--- config.mk ---
export PLATFORM = sky130hd
export DESIGN_NAME = bp_mem_cmd_delay_fifo
export DESIGN_NICKNAME = d
export VERILOG_FILES = /design/src/rtl/bp_mem_cmd_delay_fifo.sv
export SDC_FILE = /design/constraint.sdc
export NUM_CORES = 1
export LEC_CHECK = 0
export CAP_MARGIN = 25
export CORE_UTILIZATION = 45
export CTS_CLUSTER_SIZE = 25
export DETAILED_ROUTE_END_ITERATION = 16
export HOLD_SLACK_MARGIN = 0.05
export PLACE_DENSITY = 0.69
export SKIP_LAST_GASP = 1
export SYNTH_ARGS = -nofsm -noshare
export SYNTH_HDL_FRONTEND = slang
export SYNTH_SLANG_ARGS = --single-unit
--- constraint.sdc ---
create_clock -name clk_i -period 3.4 [get_ports clk_i]
set_input_delay 0.68 -clock clk_i [delete_from_list [all_inputs] [get_ports clk_i]]
set_output_delay 0.68 -clock clk_i [all_outputs]
set_load 0.05 [all_outputs]
--- src/rtl/bp_mem_cmd_delay_fifo.sv ---
// bp_mem_cmd_delay_fifo: in-order command buffer that holds each entry for a per-entry
// delay (sampled from delay_i at enqueue) before the head may be released.
// Optional macro BP_MEM_DELAY_STATS_EN adds saturating dequeue/stall counters.
module bp_mem_cmd_delay_fifo #(
   parameter int unsigned width_p       = 128,
   parameter int unsigned els_p         = 4,
   parameter int unsigned delay_width_p = 8
) (
   input  logic                     clk_i,
   input  logic                     reset_n_i,
   input  logic [width_p-1:0]       data_i,
   input  logic                     v_i,
   output logic                     ready_o,
   input  logic [delay_width_p-1:0] delay_i,
   output logic [width_p-1:0]       data_o,
   output logic                     v_o,
   input  logic                     yumi_i,
   output logic [$clog2(els_p):0]   count_o
`ifdef BP_MEM_DELAY_STATS_EN
   ,
   output logic [31:0]              stat_cmds_o,
   output logic [31:0]              stat_stall_o
`endif
);

   localparam int unsigned PtrW = $clog2(els_p);
   localparam int unsigned CntW = PtrW + 1;

   logic [width_p-1:0]       mem_q [els_p];
   logic [delay_width_p-1:0] cnt_q [els_p];
   logic [delay_width_p-1:0] cnt_d [els_p];
   logic [els_p-1:0]         occ;
   logic [PtrW-1:0]          rd_q, rd_d, wr_q, wr_d;
   logic [CntW-1:0]          count_q, count_d;
   logic                     enq, deq;

   // ready_o looks only at registered count so it never depends on same-cycle yumi_i
   assign ready_o = reset_n_i & (count_q != CntW'(els_p));
   assign v_o     = (count_q != '0) & (cnt_q[rd_q] == '0);
   assign data_o  = mem_q[rd_q];
   assign count_o = count_q;
   assign enq     = v_i & ready_o;
   assign deq     = yumi_i & v_o;

   // Pointer/count next state and per-entry hold countdowns
   always_comb begin
      rd_d    = rd_q;
      wr_d    = wr_q;
      count_d = count_q + CntW'(enq) - CntW'(deq);
      if (enq) wr_d = wr_q + PtrW'(1);
      if (deq) rd_d = rd_q + PtrW'(1);
      for (int i = 0; i < int'(els_p); i++) begin
         // Entry is occupied when its distance from the head is below the occupancy
         occ[i]   = CntW'(PtrW'(i) - rd_q) < count_q;
         cnt_d[i] = cnt_q[i];
         if (occ[i] && (cnt_q[i] != '0)) cnt_d[i] = cnt_q[i] - 1'b1;
         if (enq && (wr_q == PtrW'(i))) cnt_d[i] = delay_i;
      end
   end

   // Control state, cleared asynchronously
   always_ff @(posedge clk_i or negedge reset_n_i) begin
      if (!reset_n_i) begin
         rd_q    <= '0;
         wr_q    <= '0;
         count_q <= '0;
         for (int i = 0; i < int'(els_p); i++) cnt_q[i] <= '0;
      end else begin
         rd_q    <= rd_d;
         wr_q    <= wr_d;
         count_q <= count_d;
         for (int i = 0; i < int'(els_p); i++) cnt_q[i] <= cnt_d[i];
      end
   end

   // Payload storage; contents are meaningless until written, so no reset
   always_ff @(posedge clk_i) begin
      if (enq) mem_q[wr_q] <= data_i;
   end

`ifdef BP_MEM_DELAY_STATS_EN
   logic [31:0] stat_cmds_q, stat_cmds_d, stat_stall_q, stat_stall_d;

   // Saturating dequeue and stall counters
   always_comb begin
      stat_cmds_d  = stat_cmds_q;
      stat_stall_d = stat_stall_q;
      if (deq && (stat_cmds_q != 32'hFFFF_FFFF)) stat_cmds_d = stat_cmds_q + 32'd1;
      if ((count_q != '0) && !v_o && (stat_stall_q != 32'hFFFF_FFFF)) begin
         stat_stall_d = stat_stall_q + 32'd1;
      end
   end

   // Counter registers
   always_ff @(posedge clk_i or negedge reset_n_i) begin
      if (!reset_n_i) begin
         stat_cmds_q  <= '0;
         stat_stall_q <= '0;
      end else begin
         stat_cmds_q  <= stat_cmds_d;
         stat_stall_q <= stat_stall_d;
      end
   end

   assign stat_cmds_o  = stat_cmds_q;
   assign stat_stall_o = stat_stall_q;
`endif

`ifndef SYNTHESIS
   yumi_needs_valid: assert property (@(posedge clk_i) disable iff (!reset_n_i)
      yumi_i |-> v_o)
      else $error("yumi_i asserted while v_o is low");
`endif

endmodule
==> metrics.md <==
| Metric | Value |
|---|---|
| Kind of launch point of the worst setup path | register |
| Starting Density | 46.1% |
| Maximum vdd drop | 0.000536 V |
| CP top delay family | buffers and inverters |
| Chip Height | 219 um |
| Global-route wire length before repair | 64.8 mm |
| Post-synth top cells | sky130_fd_sc_hd__edfxtp_1, sky130_fd_sc_hd__mux4_2, sky130_fd_sc_hd__dfrtp_1, sky130_fd_sc_hd__nand2_1, sky130_fd_sc_hd__ha_1 |
| Net count after synthesis | 1,121 |
| Count of mapped cells out of synthesis | 957 |
| Max-cap violations | 0 |
| Share of the synthesized area in the top cell type | 72.9% |
| Setup Crit Path Kind | reg -> out |
| Area of the multi-input gates | 0.00448 mm2 |
| Buffers plus inverters on the worst setup path | 3 |
| DR DRC count | 0 |
| Fin Setup TNS | 0 ps |
| Pin count of the biggest net entering global routing | 51 |
| Setup Skew | 16.9 ps |
| Final hold slack | 176 ps |
| Number of input and output port buffers inserted | 272 |
| Aggregate routed wire length | 42.4 mm |
| CTS clk-pin slew, worst paths | 60 ps |
| Finished Core Util | 57.4% |
| Sequential cell area in the final layout | 0.0164 mm2 |
| Async SR Flop Fraction | 7.08% |
| Residual antenna-violating net count after detailed routing | 0 |
| Crit path capture type | primary output |
| Primary FF master, synth | sky130_fd_sc_hd__edfxtp_1 |
| Net count of the finished layout | 1,446 |
| Fin cells | 1,928 |
| Final critical-path share of the clock period | 96.1% |
| Die Span X | 219 um |
| CP required | 2720 ps |
| Number of global-route vias before repair | 10,900 |
| Highest fanout seen on the critical path | 46 |
| Max frequency | 306 MHz |
| CTS Root Cell | sky130_fd_sc_hd__clkbuf_16 |
| Cells along the critical path | buf_12 -> buf_12 -> mux4_2 -> buf_4 |
| Number of sinks driven by the clock tree | 551 |
| Initial antenna violation count | 3 |
| Total half-perimeter wirelength after legalization and detailed placement | 26.8 mm |
| Most repeated cell in the gate-level netlist after synthesis | sky130_fd_sc_hd__edfxtp_1 |
| Final setup violating endpoints | 0 |
| Overall global routing resource usage | 18.2% |
| Mapped cell area | 0.0211 mm2 |
| Number of design-rule violations left by the first detailed-router iteration | 707 |
| Largest buffer count on any clock path | 3 |
| Run status | completed |
| Share of post-route cells with drive strength above 1 | 27.4% |
| Die outline area | 0.0478 mm2 |
| Post-synth cell types | 56 |
| Number of buffers inserted during clock tree synthesis | 55 |
| Power per cell area | 715 mW/mm2 |
| Number of flops mapped to enable cells by yosys | 512 |
| Min Clock Period, post-route | 3270 ps |
| Routed length per instance | 22.0 um |
| Dominant cell type by count on the critical path | sky130_fd_sc_hd__buf_12 |
| Power after layout | 0.0188 W |
| Synthesis-to-finish area growth | 24.4% |
| Clock tree from TritonCTS | yes |
| Library cell contributing the largest single delay on the critical path | sky130_fd_sc_hd__dfrtp_4 |
| Mean number of vias per cell | 5.35 |
| Pins over their slew limit | 0 |
| Placed Cells incl. Taps | 1,824 |
| Warnings from Yosys | 0 |
| Std-Cell Core Area | 0.0458 mm2 |
| Overflow after GRT | 0 |
| # rows | 78 |
| Total iterations of the first detailed-routing run | 4 |
| RD Place Congestion | 0.762 |
| Synth area leaders | sky130_fd_sc_hd__edfxtp_1, sky130_fd_sc_hd__mux4_2, sky130_fd_sc_hd__dfrtp_1, sky130_fd_sc_hd__ha_1, sky130_fd_sc_hd__xor2_1 |
| Filler cell count in the final layout | 3,410 |
| Library cell with the largest summed area after synthesis | sky130_fd_sc_hd__edfxtp_1 |
| Transition time of the tightest slew-check pin | 588 ps |
| Number of placed I/O pins | 273 |
| Peak per-stage delay on the critical path | 730 ps |
| Later-pin clock latency in the skew report | 600 ps |
| Total count of hold-check failures in the final report | 0 |
| Leakage power total | 9.00 nW |
| Mean Syn Cell Area | 22.0 um2 |
| Synthesized flop and latch total | 551 |
| Portion of the post-synthesis area used by sequential elements | 77.5% |
| Max H-tree Level | 2 |
| Cts-stage hold buffer count | 0 |
| Setup repair after global routing missed its margin | no |
| Worst min-delay path class | in -> async |
| Worst EP arrival | 2590 ps |
| Via Count | 10,300 |
| Worst relative slew slack | 61.0% |
[per-layer routing]
layer	up-vias	GRT usage, %	routed length, um
li1	4624	-	-
met1	5336	24.2	17700
met5	-	0	31
met2	273	28.9	20700
met3	71	5.40	3150
met4	4	5.48	838
[placed cells by master, fill, tap and decap left out, types with 14 or more instances in the layout]
cell / synthesis / final
sky130_fd_sc_hd__o21ai_0: 20 / 20
sky130_fd_sc_hd__dlygate4sd2_1: 0 / 24
sky130_fd_sc_hd__nand2_1: 33 / 33
sky130_fd_sc_hd__dfrtp_1: 39 / 37
sky130_fd_sc_hd__mux4_2: 128 / 128
sky130_fd_sc_hd__edfxtp_1: 512 / 512
sky130_fd_sc_hd__clkinv_1: 0 / 15
sky130_fd_sc_hd__xor2_1: 16 / 16
sky130_fd_sc_hd__clkbuf_1: 12 / 14
sky130_fd_sc_hd__clkbuf_16: 0 / 55
sky130_fd_sc_hd__inv_1: 20 / 20
sky130_fd_sc_hd__ha_1: 23 / 23
sky130_fd_sc_hd__buf_4: 12 / 121
sky130_fd_sc_hd__nor2_1: 16 / 16
sky130_fd_sc_hd__clkdlybuf4s50_1: 0 / 141
[worst register-to-register path, stage by stage, from the launching register on]
cell and delay (ps):
sky130_fd_sc_hd__dfrtp_4 430, sky130_fd_sc_hd__buf_16 350, sky130_fd_sc_hd__inv_1 220, sky130_fd_sc_hd__nand3_1 110
sky130_fd_sc_hd__o21ai_1 120, sky130_fd_sc_hd__o21ai_1 200, sky130_fd_sc_hd__nor2_1 60, sky130_fd_sc_hd__ha_1 290
sky130_fd_sc_hd__inv_1 40, sky130_fd_sc_hd__ha_1 190, sky130_fd_sc_hd__fa_1 390, sky130_fd_sc_hd__xnor2_1 210
sky130_fd_sc_hd__xnor2_1 130
[state kept, by name, summed over array words and instances (netlist names)]
| register | count |
|---|---|
| mem_q | 512 |
| cnt_q | 32 |
| rd_q | 2 |
| count_o | 3 |
| wr_q | 2 |
[cell families after synthesis]
group | after synthesis | synth area share, %
flip-flops | 551 | 77.5
multiplexers | 132 | 13.9
AND/OR/NAND/NOR | 101 | 2.69
AO/OA/AOI/OAI | 65 | 2.11
buffers and inverters | 58 | 1.31
XOR/XNOR | 26 | 1.08
adder cells (fa/ha/maj) | 24 | 1.46
[where the power goes]
group	total [W]	internal, W	switching (W)
Clock	0.00562	0.00320	0.00242
Sequential	0.00877	0.00836	0.000414
Combinational	0.00437	0.00167	0.00270
[area by class of cell]
cell class,instances,area share (%)
Timing Repair Buffer,304,11.0
Tap cell,600,2.86
Antenna cell,3,0.0286
Inverter,22,0.353
Sequential cell,551,62.3
Multi-Input combinational cell,348,17.1
Clock inverter,31,0.972
Clock buffer,69,5.44
[metrics by stage]
stage                     instance area, um2  setup slack (ps)
after CTS                              26200             -51.1
after floorplan                        21100               231
after global routing                   26300              2.64
final                                  26300               134
after detailed placement               24500               564
after global placement                 24500               571
[worst paths after layout]
kind | from | endpoint | slack [ps] | cells after the start
max | rd_q[1] | data_o[16] | 130 | 4
min | reset_n_i | cnt_q[27] | 180 | 2
max reg2reg | rd_q[0] | count_o[2] | 580 | 12
min reg2reg | wr_q[0] | wr_q[0] | 550 | 1
max in group asynchronous | reset_n_i | rd_q[0] | 2800 | 2
min in group clk_i | wr_q[0] | wr_q[0] | 550 | 1
[what timing repair did]
item	CTS	global route
gates resized for setup	25	4
cloned	0	0
endpoints found under the setup margin	26	20
setup buffers	1	0
No activity file was read; power rests on OpenSTA's default activity.
